<file path="src/rtl/instr_sequencer_pkg.sv">
// Shared types and instruction field map for the instruction sequencer.
// Instruction word: op[23:22] alu[21:20] wa[19:16] ra1[15:12] ra2[11:8] imm[7:0].
package instr_sequencer_pkg;

   localparam int OP_LSB  = 22;
   localparam int ALU_LSB = 20;
   localparam int WA_LSB  = 16;
   localparam int RA1_LSB = 12;
   localparam int RA2_LSB = 8;
   localparam int IMM_LSB = 0;

   typedef enum logic [1:0] {
      OP_ALU_REG  = 2'b00,
      OP_LOAD_IMM = 2'b01,
      OP_NOP      = 2'b10,
      OP_HALT     = 2'b11
   } op_t;

   typedef logic [1:0] state_t;

   localparam state_t S_IDLE   = 2'd0;
   localparam state_t S_FETCH  = 2'd1;
   localparam state_t S_EXEC   = 2'd2;
   localparam state_t S_HALTED = 2'd3;

   function automatic op_t op_of(input logic [23:0] w);
      return op_t'(w[OP_LSB +: 2]);
   endfunction

endpackage

</file>
<file path="src/rtl/instr_sequencer_mem.sv">
// Program store: synchronous write, asynchronous read, contents not reset.
module instr_sequencer_mem #(
   parameter int PC_W = 4,
   parameter int IW   = 24
) (
   input  logic            clk,
   input  logic            we,
   input  logic [PC_W-1:0] waddr,
   input  logic [IW-1:0]   wdata,
   input  logic [PC_W-1:0] raddr,
   output logic [IW-1:0]   rdata
);

   logic [IW-1:0] mem [2**PC_W];

   always_ff @(posedge clk) begin
      if (we) mem[waddr] <= wdata;
   end

   assign rdata = mem[raddr];

endmodule

</file>
<file path="src/rtl/instr_sequencer.sv">
// Steps a PC through a loadable program, one instruction per FETCH/EXEC pair,
// and drives register-file/ALU datapath controls until a HALT is executed.
module instr_sequencer
   import instr_sequencer_pkg::*;
#(
   parameter int PC_W = 4,
   parameter int RA_W = 4,
   parameter int DW   = 8,
   parameter int IW   = 24
) (
   input  logic            clk,
   input  logic            rst_n,
   input  logic            start,
   input  logic            prog_we,
   input  logic [PC_W-1:0] prog_addr,
   input  logic [IW-1:0]   prog_data,
   output logic [RA_W-1:0] RA1,
   output logic [RA_W-1:0] RA2,
   output logic [RA_W-1:0] WA,
   output logic [DW-1:0]   external_data_in,
   output logic [1:0]      ALUcontrol,
   output logic            ALUsrc,
   output logic            regwrite,
   output logic [PC_W-1:0] pc,
   output logic            busy,
   output logic            halted
);

   state_t        state;
   logic [IW-1:0] ir;
   logic [IW-1:0] word;
   logic          mem_we;
   op_t           fop;
   op_t           xop;
   logic          unused_ir;

   assign busy   = (state == S_FETCH) || (state == S_EXEC);
   assign halted = (state == S_HALTED);
   assign mem_we = prog_we && !busy;

   assign fop = op_of(word);
   assign xop = op_of(ir);

   // only the opcode is needed once the controls are latched at fetch
   assign unused_ir = ^ir[OP_LSB-1:0];

   instr_sequencer_mem #(
      .PC_W (PC_W),
      .IW   (IW)
   ) u_mem (
      .clk   (clk),
      .we    (mem_we),
      .waddr (prog_addr),
      .wdata (prog_data),
      .raddr (pc),
      .rdata (word)
   );

   always_ff @(posedge clk or negedge rst_n) begin
      if (!rst_n) begin
         state            <= S_IDLE;
         pc               <= '0;
         ir               <= '0;
         RA1              <= '0;
         RA2              <= '0;
         WA               <= '0;
         external_data_in <= '0;
         ALUcontrol       <= '0;
         ALUsrc           <= 1'b0;
         regwrite         <= 1'b0;
      end else begin
         regwrite <= 1'b0;
         unique case (state)
            S_IDLE, S_HALTED: begin
               if (start) begin
                  state <= S_FETCH;
                  pc    <= '0;
               end
            end
            S_FETCH: begin
               // controls load on this edge so they are valid all of EXEC
               ir    <= word;
               state <= S_EXEC;
               unique case (fop)
                  OP_ALU_REG: begin
                     RA1        <= word[RA1_LSB +: RA_W];
                     RA2        <= word[RA2_LSB +: RA_W];
                     WA         <= word[WA_LSB +: RA_W];
                     ALUcontrol <= word[ALU_LSB +: 2];
                     ALUsrc     <= 1'b0;
                     regwrite   <= 1'b1;
                  end
                  OP_LOAD_IMM: begin
                     WA               <= word[WA_LSB +: RA_W];
                     external_data_in <= word[IMM_LSB +: DW];
                     ALUcontrol       <= word[ALU_LSB +: 2];
                     ALUsrc           <= 1'b1;
                     regwrite         <= 1'b1;
                  end
                  default: ;
               endcase
            end
            S_EXEC: begin
               if (xop == OP_HALT) begin
                  state <= S_HALTED;
               end else begin
                  pc    <= pc + PC_W'(1);
                  state <= S_FETCH;
               end
            end
            default: state <= S_IDLE;
         endcase
      end
   end

endmodule
</file>
<file path="config.mk">
export PLATFORM = sky130hd
export DESIGN_NAME = instr_sequencer
export DESIGN_NICKNAME = d
export VERILOG_FILES = /design/src/rtl/instr_sequencer_pkg.sv /design/src/rtl/instr_sequencer_mem.sv /design/src/rtl/instr_sequencer.sv
export SDC_FILE = /design/constraint.sdc
export NUM_CORES = 1
export LEC_CHECK = 0
export CAP_MARGIN = 20
export CORE_MARGIN = 2
export CORE_UTILIZATION = 60
export CTS_CLUSTER_SIZE = 8
export DETAILED_ROUTE_END_ITERATION = 16
export PLACE_DENSITY = 0.79
export SYNTH_ARGS = -nofsm -noshare
export SYNTH_HDL_FRONTEND = slang
export SYNTH_SLANG_ARGS = --single-unit
export TNS_END_PERCENT = 5
</file>
<file path="constraint.sdc">
create_clock -name clk -period 3.8 [get_ports clk]
set_input_delay 0.95 -clock clk [delete_from_list [all_inputs] [get_ports clk]]
set_output_delay 0.95 -clock clk [all_outputs]
set_load 0.02 [all_outputs]
</file>
==> reports/metrics.csv <==
stage,metric,value,unit
floorplanning,core area,0.02606,mm²
clock_tree,Setup Buffers After CTS,0,
global_routing,Tot GR Track Use,0.2716,
finish,Nets,813,
worst_setup_path,"Worst Path Class, Setup",reg2out,
logic_synthesis,ranking of synthesized cells by area,"edfxtp_1 (72%), mux4_2 (17%), dfrtp_1 (5.0%), mux2_4 (1.5%), mux2_2 (0.57%)",
clock_tree,CTS buffer count,57,
worst_hold_path,Hold WC Path Type,reg2reg,
placed_design,PortBufs,61,
run_status,outcome,completed,
floorplanning,# IOs,62,
routing,DR DRC count,0,
power,Pleak,5.948,nW
routing,Detailed Route WL,36.56,mm
routing,first-pass detailed-route iteration total,5,
logic_synthesis,register area share after synthesis,0.7748,
power,VDD IR max,409.0,µV
worst_setup_path,CP cell instances,"inv_1, ha_1, inv_1, clkdlybuf4s50_1",
worst_setup_path,"Buf+Inv Stages, Crit Path",3,
logic_synthesis,commonest cells in the netlist,"edfxtp_1 (384), mux4_2 (118), dfrtp_1 (32), nor2_1 (19), mux2_4 (16)",
worst_setup_path,"CP delay by family, top",buffers and inverters,
clock_tree,Clock Tree Root,clkbuf_16,
sta,Setup TNS Final,0,ns
worst_setup_path,worst flop-to-flop path startpoint,pc[1],
logic_synthesis,Syn Inst Count,660,
worst_setup_path,Worst setup SP type,flop,
worst_setup_path,RR Endpoint,RA2[0],
placed_design,Final Wtd Congestion,0.7969,
global_routing,gr ovfl total,0,
logic_synthesis,top-count cell post-synth,edfxtp_1,
logic_synthesis,syn_nets,696,
placed_design,placed cell area,0.01708,mm²
clock_tree,Max Buffers Root-to-Sink,3,
clock_tree,H-tree Lvls,2,
routing,initial DRC count,1011,
worst_hold_path,Hold Path Depth,1,
worst_setup_path,slowest CP cell,clkdlybuf4s50_1,
worst_hold_path,Hold Path End,RA1[0],
clock_tree,Worst-path clk slew,0.05,ns
worst_setup_path,"Max FO, Critical Path",8,
finish,fraction of layout cells with a size suffix above 1,0.3045,
worst_hold_path,Hold Crit Start,RA1[0],
logic_synthesis,Syn Area/Cell,24.12,µm²
power,Pwr Total,12.45,mW
sta,final worst slack,0.6512,ns
logic_synthesis,Yosys Warn Count,0,
logic_synthesis,"Top FF cell, synth",edfxtp_1,
worst_setup_path,r2r setup slk,0.93,ns
power,pwr dens,665.4,mW/mm²
floorplanning,DIE HEIGHT,166.9,µm
floorplanning,Initial Utilization,0.6108,
logic_synthesis,ys async rst share,0.07692,
finish,Layout area overhead,17.54,%
sta,clk_skew,0.01386,ns
placed_design,DP HPWL,18.09,mm
sta,period utilization,0.8286,
finish,Final Util,0.7179,
run,max_cap viols,0,
clock_tree,hold-fix buffers at CTS,0,
sta,Setup Viol. Count Final,0,
logic_synthesis,Mapped Area,0.01592,mm²
global_routing,first-pass GRT wire length,54.61,mm
clock_tree,Clock Latency Late Sink,0.56,ns
global_routing,vias in the first global route,8458,
worst_setup_path,CP peak stage delay,0.62,ns
routing,Routed Antenna Nets,0,
finish,antenna cells,0,
logic_synthesis,#FFs+latches synth,416,
sta,endpoints failing hold,0,
sta,Worst slew margin,0.3266,
global_routing,largest net degree at the start of global routing,71,
sta,Final min period,3.149,ns
global_routing,antenna violations before repair,0,
worst_setup_path,reg2reg path depth,6,
floorplanning,die area,0.02785,mm²
floorplanning,chip width,166.9,µm
routing,WL per Instance,31.63,µm
finish,design area,0.01871,mm²
sta,Max Slew Vio Count,0,
finish,fin cells,1156,
clock_tree,clk sinks,416,
logic_synthesis,number of synthesized flops with an enable pin,384,
logic_synthesis,post-synth cell types,35,
clock_tree,CTS tree,built,
sta,Least-Margin Pin Slew,1.010,ns
worst_setup_path,CP Launch Point,state[0],
worst_setup_path,"most used cell, CP",inv_1,
worst_setup_path,CP arrival,2.20,ns
clock_tree,cts repair resizes,0,
routing,via count,7656,
logic_synthesis,top-area cell type share of the netlist area,0.7245,
sta,RSZ-0062 raised after global routing,false,
worst_setup_path,worst endpoint required time,2.85,ns
routing,via density per instance,6.623,
placed_design,pre-CTS setup slack,0.7940,ns
sta,hold_ws,0.5149,ns
worst_setup_path,Setup crit end kind,primary output,
sta,fmax,317.6,MHz
floorplanning,# rows,59,
logic_synthesis,post-synth top area cell,edfxtp_1,
placed_design,Post-Place Cells,1053,
-- how the worst max path moves through the flow --
| stage | endpoint | slack, ns | cells after the start |
|---|---|---|---|
| finish | busy | 0.65 | 4 |
| global route | busy | 0.56 | 4 |
| CTS | busy | 0.64 | 4 |
| detailed placement | u_mem.mem[1][19] | 0.79 | 5 |
| global placement | u_mem.mem[1][16] | 0.81 | 5 |
| floorplan | u_mem.mem[0][0] | 0.31 | 2 |
-- power breakdown --
part / total (mW) / switching [mW] / leakage (nW) / internal [mW]
sequential: 5.52 / 0.219 / 3.84 / 5.30
combinational: 2.32 / 1.15 / 1.33 / 1.17
clock: 4.60 / 1.77 / 0.774 / 2.83
total: 12.4 / 3.14 / 5.95 / 9.30
-- worst reg2reg max path: stages, from the launching register on --
cell,delay [ns]
dfrtp_1,0.75
buf_4,0.34
mux4_2,0.33
mux4_2,0.56
nor2b_1,0.18
buf_4,0.27
mux2_4,0.34
-- cell type report --
| cell class | count | area, µm² |
|---|---|---|
| Clock buffer | 102 | 1617 |
| Clock inverter | 1 | 16.27 |
| Fill cell | 1432 | 7351 |
| Inverter | 6 | 22.52 |
| Multi-Input combinational cell | 208 | 3460 |
| Sequential cell | 416 | 12340 |
| Tap cell | 335 | 419.2 |
| Timing Repair Buffer | 88 | 833.3 |
-- layout by cell type (no fill, tap or decap), types with 2 or more instances in the layout --
cell / count
mux2i_1: 2
inv_1: 6
nor3_2: 4
edfxtp_1: 384
nand4_1: 2
mux2_2: 8
nor2_1: 7
mux4_2: 118
nand3_1: 2
buf_12: 2
dfrtp_1: 29
a21oi_1: 3
mux2_4: 16
o31a_1: 2
clkbuf_1: 44
o21ai_0: 5
nor2b_1: 2
clkbuf_16: 58
clkdlybuf4s50_1: 60
dfrtp_4: 2
nor2_2: 12
nand2b_1: 3
ha_1: 4
nand2_1: 6
buf_4: 25
-- metal layers --
metal | routed length, µm | global-route usage | vias up | share of wire
met2 | 18360 | 0.4359 | 526 | 0.50
met1 | 13490 | 0.3685 | 3985 | 0.37
met5 | 0 | 0 | - | 0
met4 | 1176 | 0.1001 | 0 | 0.032
li1 | - | - | 3050 | -
met3 | 3534 | 0.06963 | 95 | 0.097
-- flip-flops by register name, summed over array words and instances (netlist names), 2 cells and up --
name	flops
u_mem.mem	384
external_data_in	8
RA1	4
RA2	4
WA	4
pc	4
ALUcontrol	2
ir	2
state	2
-- cell families after synthesis --
kind of cell    synth area share
flops                     0.7748
buf+inv                  0.01101
mux                       0.1890
simple gates             0.01415
compound gates          0.007940
fa+ha+maj               0.003145
No activity file was read; power rests on OpenSTA's default activity.
